### src/rtl/gauss_pkg.sv
// Shared widths, constants and the normalisation helper for the
// Gaussian result receiver and its output FIFO.
package gauss_pkg;

    // Width of the unnormalised 1-2-1 / 2-4-2 / 1-2-1 weighted sum
    localparam int SUM_W      = 15;
    // Width of a normalised output pixel
    localparam int PIX_W      = 8;
    // The kernel weights add up to 16, so normalising is a shift by 4
    localparam int NORM_SHIFT = 4;
    // Half of the divisor, added before the shift for round-half-up
    localparam int ROUND      = 8;
    // Largest value an output pixel can carry
    localparam int PIX_MAX    = 255;

    // One FIFO word: frame/line tags travel with the pixel
    typedef struct packed {
        logic             sof;
        logic             eol;
        logic [PIX_W-1:0] pix;
    } fifo_word_t;

    localparam int FIFO_W = $bits(fifo_word_t);

    // Round-half-up divide by 16, clamped to the pixel range.
    // The sum is widened by one bit so the rounding add cannot overflow.
    function automatic logic [PIX_W-1:0] normalize(input logic [SUM_W-1:0] sum);
        logic [SUM_W:0]            w_rounded;
        logic [SUM_W-NORM_SHIFT:0] w_scaled;
        w_rounded = {1'b0, sum} + (SUM_W+1)'(ROUND);
        w_scaled  = (SUM_W-NORM_SHIFT+1)'(w_rounded >> NORM_SHIFT);
        if (w_scaled > (SUM_W-NORM_SHIFT+1)'(PIX_MAX)) begin
            return PIX_W'(PIX_MAX);
        end
        return w_scaled[PIX_W-1:0];
    endfunction

endpackage

### src/rtl/gauss_fifo.sv
// Synchronous first-word-fall-through FIFO for tagged output pixels.
// DEPTH must be a power of two (>= 2) so the pointers wrap naturally.
module gauss_fifo
    import gauss_pkg::*;
#(
    parameter int DEPTH = 4
)(
    input  logic       clk,
    input  logic       rst,
    input  logic       i_push,
    input  fifo_word_t i_wdata,
    input  logic       i_pop,
    output fifo_word_t o_rdata,
    output logic       o_full,
    output logic       o_empty
);

    localparam int AW = $clog2(DEPTH);

    fifo_word_t      r_mem [DEPTH];
    logic [AW-1:0]   r_wr_ptr;
    logic [AW-1:0]   r_rd_ptr;
    logic [AW:0]     r_count;

    logic            w_push;
    logic            w_pop;

    // Writes into a full FIFO and reads from an empty one are ignored
    assign w_push  = i_push && !o_full;
    assign w_pop   = i_pop  && !o_empty;

    assign o_full  = (r_count == (AW+1)'(DEPTH));
    assign o_empty = (r_count == '0);

    // Head of the queue is visible without a read cycle
    assign o_rdata = r_mem[r_rd_ptr];

    // Storage array: captures the pushed word at the write pointer
    // NOTE: the data array is deliberately left out of reset; an empty FIFO
    // never exposes it, and keeping reset off the array lets it map to RAM.
    always_ff @(posedge clk) begin
        if (w_push) begin
            r_mem[r_wr_ptr] <= i_wdata;
        end
    end

    // Pointer and occupancy bookkeeping; push and pop together keep the count
    // NOTE: every state register here uses <= so all flops update from the
    // same pre-edge values; a blocking = would let later lines see new values.
    always_ff @(posedge clk or posedge rst) begin
        if (rst) begin
            r_wr_ptr <= '0;
            r_rd_ptr <= '0;
            r_count  <= '0;
        end else begin
            if (w_push) begin
                r_wr_ptr <= r_wr_ptr + AW'(1);
            end
            if (w_pop) begin
                r_rd_ptr <= r_rd_ptr + AW'(1);
            end
            case ({w_push, w_pop})
                2'b10:   r_count <= r_count + (AW+1)'(1);
                2'b01:   r_count <= r_count - (AW+1)'(1);
                default: r_count <= r_count;
            endcase
        end
    end

endmodule

### src/rtl/gauss_result_rx.sv
// Receives unnormalised 3x3 Gaussian sums in raster order, normalises them
// to 8-bit pixels, drops the border samples whose window was not yet full,
// tags frame/line starts and ends, and buffers the kept pixels in a FIFO.
module gauss_result_rx
    import gauss_pkg::*;
#(
    parameter int IMG_W = 16,
    parameter int IMG_H = 16,
    parameter int DEPTH = 4
)(
    input  logic             clk,
    input  logic             rst,
    input  logic             in_valid,
    input  logic [SUM_W-1:0] in_sum,
    output logic             in_ready,
    output logic             out_valid,
    input  logic             out_ready,
    output logic [PIX_W-1:0] out_pix,
    output logic             out_sof,
    output logic             out_eol,
    output logic             frame_done
);

    localparam int COL_W = $clog2(IMG_W);
    localparam int ROW_W = $clog2(IMG_H);

    localparam logic [COL_W-1:0] COL_LAST  = COL_W'(IMG_W - 1);
    localparam logic [ROW_W-1:0] ROW_LAST  = ROW_W'(IMG_H - 1);
    // The 3x3 window is complete from the third column / third line onwards
    localparam logic [COL_W-1:0] COL_FIRST = COL_W'(2);
    localparam logic [ROW_W-1:0] ROW_FIRST = ROW_W'(2);

    logic [COL_W-1:0] r_col;
    logic [ROW_W-1:0] r_row;
    logic             r_rdy_en;
    logic             r_frame_done;

    logic             w_accept;
    logic             w_col_last;
    logic             w_row_last;
    logic             w_keep;
    logic             w_fifo_full;
    logic             w_fifo_empty;
    fifo_word_t       w_wr_word;
    fifo_word_t       w_head;

    // in_ready depends only on registered state, so a pop in the same cycle
    // never opens the input; r_rdy_en holds it low until the first edge
    // after reset is released.
    assign in_ready   = r_rdy_en && !w_fifo_full;
    assign w_accept   = in_valid && in_ready;

    assign w_col_last = (r_col == COL_LAST);
    assign w_row_last = (r_row == ROW_LAST);
    assign w_keep     = w_accept && (r_col >= COL_FIRST) && (r_row >= ROW_FIRST);

    // Input enable: low in reset, high from the first clock edge after it
    always_ff @(posedge clk or posedge rst) begin
        if (rst) begin
            r_rdy_en <= 1'b0;
        end else begin
            r_rdy_en <= 1'b1;
        end
    end

    // Raster position of the next sample; every accepted sample advances it
    always_ff @(posedge clk or posedge rst) begin
        if (rst) begin
            r_col <= '0;
            r_row <= '0;
        end else if (w_accept) begin
            if (w_col_last) begin
                r_col <= '0;
                r_row <= w_row_last ? '0 : r_row + ROW_W'(1);
            end else begin
                r_col <= r_col + COL_W'(1);
            end
        end
    end

    // One-cycle pulse after the last sample of a frame has been accepted
    always_ff @(posedge clk or posedge rst) begin
        if (rst) begin
            r_frame_done <= 1'b0;
        end else begin
            r_frame_done <= w_accept && w_col_last && w_row_last;
        end
    end

    assign frame_done = r_frame_done;

    // Build the FIFO word for the current sample: pixel plus position tags
    // NOTE: the default assignment at the top guarantees every bit is driven
    // on every path, so no latch can be inferred from this block.
    always_comb begin
        w_wr_word     = '0;
        w_wr_word.pix = normalize(in_sum);
        w_wr_word.sof = (r_col == COL_FIRST) && (r_row == ROW_FIRST);
        w_wr_word.eol = w_col_last;
    end

    gauss_fifo #(
        .DEPTH (DEPTH)
    ) u_fifo (
        .clk     (clk),
        .rst     (rst),
        .i_push  (w_keep),
        .i_wdata (w_wr_word),
        .i_pop   (out_ready),
        .o_rdata (w_head),
        .o_full  (w_fifo_full),
        .o_empty (w_fifo_empty)
    );

    // The head is only shown while valid, so outputs read as zero when empty
    assign out_valid = !w_fifo_empty;
    assign out_pix   = out_valid ? w_head.pix : '0;
    assign out_sof   = out_valid && w_head.sof;
    assign out_eol   = out_valid && w_head.eol;

endmodule
### config.mk
export PLATFORM = sky130hd
export DESIGN_NAME = gauss_result_rx
export DESIGN_NICKNAME = d
export VERILOG_FILES = /design/src/rtl/gauss_pkg.sv /design/src/rtl/gauss_fifo.sv /design/src/rtl/gauss_result_rx.sv
export SDC_FILE = /design/constraint.sdc
export NUM_CORES = 1
export LEC_CHECK = 0
export CAP_MARGIN = 20
export CELL_PAD_IN_SITES_DETAIL_PLACEMENT = 1
export CELL_PAD_IN_SITES_GLOBAL_PLACEMENT = 1
export CORE_MARGIN = 3
export CORE_UTILIZATION = 46
export CTS_CLUSTER_DIAMETER = 200
export DETAILED_ROUTE_END_ITERATION = 8
export GPL_TIMING_DRIVEN = 1
export PLACE_DENSITY_LB_ADDON = 0.1
export SLEW_MARGIN = 40
export SYNTH_ARGS = -nofsm -noshare
export SYNTH_HDL_FRONTEND = slang
export SYNTH_SLANG_ARGS = --single-unit
### constraint.sdc
create_clock -name clk -period 2.4 [get_ports clk]
set_input_delay 0.72 -clock clk [delete_from_list [all_inputs] [get_ports clk]]
set_output_delay 0.72 -clock clk [all_outputs]
set_load 0.02 [all_outputs]
---- After elaboration in Yosys (flattened, before gate mapping) ----
Memory sizes are Yosys's and may differ from the RTL's.
Index checks and enable logic that the tools add are counted.
word-level totals
  register bits after elaboration ......... 17
  bits in writable memories ............... 40
  word-level logic and storage cells ...... 50
  memories ................................ 1
memory list
  memory        words  bits a word  rd ports  clocked after memory_dff  wr ports  RTL line          source
  u_fifo.r_mem  4      10           1         0                         1         gauss_fifo.sv:20  fifo_word_t r_mem [DEPTH];
operators by class
  add/sub/neg operators ................... 7
  $lt $le $gt $ge ......................... 3
  equal/unequal tests ..................... 7
  multiplexer cells ....................... 9
  reductions and logical operators ........ 16
operators with widths
  kind                                                                    number
  8-bit two-way mux                                                       3
  15-bit by 4-bit adder with 16-bit output (second input constant)        1
  12-bit by 8-bit > comparator with 1-bit output (second input constant)  1
  1-bit logical AND                                                       11
  4-bit by 1-bit adder with 4-bit output (second input constant)          2
  4-bit by 2-bit == test with 1-bit output (second input constant)        2
  4-bit == test (second input constant)                                   2
  4-bit by 2-bit >= comparator with 1-bit output (second input constant)  2
  4-bit two-way mux                                                       2
  3-bit case mux with 2 select lines                                      1
  2-bit by 1-bit adder with 2-bit output (second input constant)          2
  3-bit by 1-bit adder with 3-bit output (second input constant)          1
  3-bit == test (second input constant)                                   1
  3-bit logical NOT                                                       1
  1-bit two-way mux                                                       3
  3-bit by 1-bit subtractor with 3-bit output (second input constant)     1
  2-bit by 1-bit == test with 1-bit output (second input constant)        1
  2-bit == test (second input constant)                                   1
  1-bit logical NOT                                                       2
  2-bit AND reduction                                                     1
  2-bit nonzero test                                                      1

---- Depth between registers and ports, before layout ----
  depth after elaboration ................. 9
  depth in mapped cells ................... 11

---- Cells and area by module ----
From an unflattened synthesis, not the netlist that was laid out.
unflattened totals
  cells, all modules ...................... 188
  area, all modules ....................... 2693.8 µm²
by module, submodules not included
  module           instances  cells each  area each (µm²)  sequential area each (µm²)
  gauss_fifo       1          90          1889.3           1376.3
  gauss_result_rx  1          98          804.5            250.2

---- Worst setup path before layout ----
Ideal clock, no wire load.
  path type ............................... register to register
  from .................................... register r_row[0]
  to ...................................... register u_fifo.r_count[2]
  arrival time ............................ 2.115 ns
  required time ........................... 2.321 ns
  path slack .............................. 0.206 ns
  stages on the path, launching flop included .. 12
  path buffers ............................ 0
  clock period less this slack ............ 2.194 ns
  cells stage by stage .................... dfrtp_1 > inv_1 > ha_1 > nor4_1 > nor4b_4 > inv_1 > ha_1 > inv_1 > fa_1 > xor2_1 > nor2_1 > xor2_1
on the way
  longest elaborated chain between the ends .. 5
  elaborated cells on any way between the ends .. 7
  those cells by class .................... order compare (1); eq/ne (2); mux (1); reduce/logical (3)
RTL lines
  what                                                                              RTL line               source
  start: declaration                                                                gauss_result_rx.sv:34  logic [ROW_W-1:0] r_row;
  start signal: assignment                                                          gauss_result_rx.sv:74  r_row <= w_row_last ? '0 : r_row + ROW_W'(1);
  4-bit by 2-bit >= comparator with 1-bit output *                                  gauss_result_rx.sv:55  assign w_keep = w_accept && (r_col >= COL_FIRST) && (r_row >= ROW_FIRST);
  1-bit logical AND *                                                               gauss_result_rx.sv:55
  1-bit logical AND *                                                               gauss_fifo.sv:29       assign w_push = i_push && !o_full;
  2-bit by 1-bit == test with 1-bit output / 2-bit == test (equally long branches)  gauss_fifo.sv:62       case ({w_push, w_pop})
  3-bit case mux with 2 select lines / 2-bit nonzero test (equally long branches)   -
  end signal: assignment                                                            gauss_fifo.sv:63       2'b10: r_count <= r_count + (AW+1)'(1);
  end signal: assignment                                                            gauss_fifo.sv:64       2'b01: r_count <= r_count - (AW+1)'(1);
  end signal: assignment                                                            gauss_fifo.sv:65       default: r_count <= r_count;
  end: declaration                                                                  gauss_fifo.sv:23       logic [AW:0] r_count;
Mark *: on every way between the ends. The rest lies on a longest branch, timed or not.
A chain may end at the register's enable or synchronous reset.

---- Worst setup path after layout ----
  from .................................... register u_fifo.r_rd_ptr[0]
  to ...................................... output out_pix[1]
on the way
  longest elaborated chain between the ends .. 2
RTL lines
  what                      RTL line                source
  start: declaration        gauss_fifo.sv:22        logic [AW-1:0] r_rd_ptr;
  start signal: assignment  gauss_fifo.sv:60        r_rd_ptr <= r_rd_ptr + AW'(1);
  memory read 4 x 10 bit    -
  8-bit two-way mux         gauss_result_rx.sv:117  assign out_pix = out_valid ? w_head.pix : '0;
  end: declaration          gauss_result_rx.sv:18   output logic [PIX_W-1:0] out_pix,
Every way passes these cells.

==> results.sh <==
export IMPL_synthFlopType="edfxtp_1"
export IMPL_layout_nets=273
export IMPL_crit_buf_inv=2
export IMPL_gp_congestion=0.725
export IMPL_drt_iter0_drc=102
export IMPL_viasPerCell=5.21
export IMPL_ant_nets=0
export IMPL_violations="setup timing"
export IMPL_cts_hold_buf=0
export IMPL_tns_ns=-0.00153
export IMPL_avgSynthCellArea_um2=14.5
export IMPL_crit_top_cell="buf_6"
export IMPL_crit_cells=4
export IMPL_synth_seq_cells=57
export IMPL_vdd_drop_max_v=0.000576
export IMPL_setup_viol=2
export IMPL_placed_cell_area_um2=3170
export IMPL_grt_max_degree=18
export IMPL_fp_dieH_um=82.0
export IMPL_syn_area_um2=2660
export IMPL_max_freq_ghz=0.416
export IMPL_antenna_found_initial=0
export IMPL_fin_worst_skew_ns=0.00721
export IMPL_wire_per_inst_um=18.6
export IMPL_hold_depth=1
export IMPL_cts_tree="done"
export IMPL_syn_inst=183
export IMPL_dp_hpwl_mm=4.16
export IMPL_numCtsBuffers=9
export IMPL_drv_cap=0
export IMPL_rsz0062_at_grt="yes"
export IMPL_cp_end_kind="output port"
export IMPL_power_leakage_nw=1.35
export IMPL_synthDistinctLibCells=36
export IMPL_routed_wl_mm=5.95
export IMPL_num_vias=1667
export IMPL_slowest_stage="mux4_2"
export IMPL_grt_pass1_wl_mm=9.59
export IMPL_coreArea_um2=5540
export IMPL_diodes=0
export IMPL_synth_seq_area_share=0.613
export IMPL_dieArea_um2=6720
export IMPL_yosysTopAreaCell="edfxtp_1"
export IMPL_track_usage=0.206
export IMPL_ys_top_cells_by_count="40 x edfxtp_1, 17 x dfrtp_1, 16 x nand2_1, 12 x and2_1"
export IMPL_fillers=543
export IMPL_path_class="reg -> out"
export IMPL_required_ns=1.68
export IMPL_die_x_um=82.0
export IMPL_post_route_util=0.629
export IMPL_maxSlewViolCount=0
export IMPL_async_flop_share=0.298
export IMPL_syn_nets=213
export IMPL_status="complete, but fails checks"
export IMPL_io_pins=32
export IMPL_setup_ws_ns=-0.00121
export IMPL_cts_sinks=57
export IMPL_worstSkewPairLatency_ns=0.33
export IMPL_crit_family="multiplexers"
export IMPL_syn_to_final_growth_pct=31.3
export IMPL_rr_worst_depth=12
export IMPL_rows=27
export IMPL_start_util=0.479
export IMPL_worstMarginPinSlew_ns=0.732
export IMPL_cp_max_fo=6
export IMPL_grt_ovfl_total=0
export IMPL_port_buffers=28
export IMPL_drc=0
export IMPL_clk_path_buf_depth=2
export IMPL_synth_edff_count=40
export IMPL_hold_viol=0
export IMPL_drive_above_1_share=0.359
export IMPL_min_period_over_period=1.00
export IMPL_fin_crit_ns=2.40
export IMPL_arrival_ns=1.68
export IMPL_worstSetupStartpointType="flop"
export IMPL_root_buffer="clkbuf_8"
export IMPL_hold_class="reg -> reg"
export IMPL_clk_pin_slew_worst_paths_ns=0.07
export IMPL_fin_area_um2=3490
export IMPL_synth_most_common_cell="edfxtp_1"
export IMPL_cp_slowest_stage_delay_ns=0.51
export IMPL_yosys_top_cells_area="edfxtp_1 45%, dfrtp_1 16%, mux4_2 8.5%"
export IMPL_cts_max_level=3
export IMPL_crit_chain="buf_6 > mux4_2 > and2_4 > buf_6"
export IMPL_synth_yosys_warnings=0
export IMPL_drt_pass1_iterations=4
export IMPL_slew_headroom=0.511
export IMPL_netlist_area_leader_share=0.452
export IMPL_cellPowerDensity_nw_per_um2=1060
export IMPL_grt_pass1_vias=1865
registers in the layout, indices dropped and copies added, names as in the netlist:
name             flops
u_fifo.r_mem        40
r_rdy_en             1
u_fifo.r_wr_ptr      2
r_row                4
u_fifo.r_count       3
u_fifo.r_rd_ptr      2
r_col                4
frame_done           1
path summary, 6_finish.rpt:
path / startpoint / to / slack [ns]
worst max register to register: u_fifo.r_count[1]$_DFFE_PP0P_ / u_fifo.r_count[2]$_DFFE_PP0P_ / 0.05
worst min register to register: r_row[3]$_DFFE_PP0P_ / r_row[3]$_DFFE_PP0P_ / 0.55
worst max-delay path: u_fifo.r_rd_ptr[0]$_DFFE_PP0P_ / out_pix[1] / -0.001
worst min-delay path: r_row[3]$_DFFE_PP0P_ / r_row[3]$_DFFE_PP0P_ / 0.55
min in group asynchronous: rst / u_fifo.r_rd_ptr[0]$_DFFE_PP0P_ / 0.81
max in group asynchronous: rst / r_row[0]$_DFFE_PP0P_ / 1.08
per-layer routing:
layer | vias to the layer above | global-route usage | wire length, µm
met5 | - | 0 | 0
met4 | 0 | 0.0947 | 116
met3 | 11 | 0.0526 | 198
met2 | 36 | 0.349 | 3110
met1 | 833 | 0.247 | 2520
li1 | 787 | - | -
metrics by stage:
stage	hold slack, ns	setup slack, ns	power, W	std cells
after floorplan	0.449	0.206	0.00196	183
after global placement	0.524	-0.229	0.00245	298
after detailed placement	0.539	-0.335	0.00253	298
after CTS	0.551	-0.0793	0.00377	319
after global routing	0.598	-0.0731	0.00390	320
final	0.552	-0.00121	0.00370	320
cell type report:
cell class	count	area [µm²]	share of cell area
Clock buffer	9	124	0.0355
Clock inverter	7	95.1	0.0273
Inverter	10	37.5	0.0108
Multi-Input combinational cell	113	1020	0.292
Sequential cell	57	1630	0.467
Tap cell	72	90.1	0.0258
Timing Repair Buffer	52	494	0.142
worst reg2reg max path, cell delays in order, from the launching register on:
cell,delay [ns]
dfrtp_1,0.40
buf_6,0.12
or3b_4,0.40
buf_6,0.14
nand3_4,0.08
nor4b_4,0.05
inv_1,0.08
ha_2,0.18
inv_2,0.04
fa_2,0.32
xor2_1,0.15
nor2_1,0.12
xor2_1,0.18
where the power goes:
part | total, W | switching (W) | internal, W
Clock | 0.000980 | 0.000399 | 0.000581
Combinational | 0.00147 | 0.000643 | 0.000824
Sequential | 0.00125 | 0.000106 | 0.00115
cells by family after synthesis:
kind of cell | count (synthesis) | share of synthesized area
AOI/OAI and AO/OA | 12 | 0.0269
xor gates and xnor gates | 15 | 0.0495
adders and majority gates | 11 | 0.0547
buffers and inverters | 13 | 0.0189
DFF | 57 | 0.613
muxes | 12 | 0.0943
other | 1 | 0.00141
and+or+nand+nor | 62 | 0.142
placed cells by master (no fill, tap or decap), drive strengths merged, types with 2 or more instances in the layout:
cell type	n
edfxtp	40
buf	35
dfrtp	17
and2	17
nand2	16
clkdlybuf4s50	16
xnor2	10
mux4	10
inv	10
ha	10
clkbuf	10
o21ai	7
and3	6
nand3	6
xor2	5
clkinvlp	4
nor2	3
nor4	3
or3	3
nand4	2
nor3	2
bufinv	2
timing repair:
item	4_1_cts	5_1_grt
endpoints found under the setup margin	13	12
setup buffers	4	3
gates resized for setup	83	7
endpoints found under the hold margin	0	0
gates cloned	1	0
pin swaps	12	4
(Power assumes the default switching activity.)
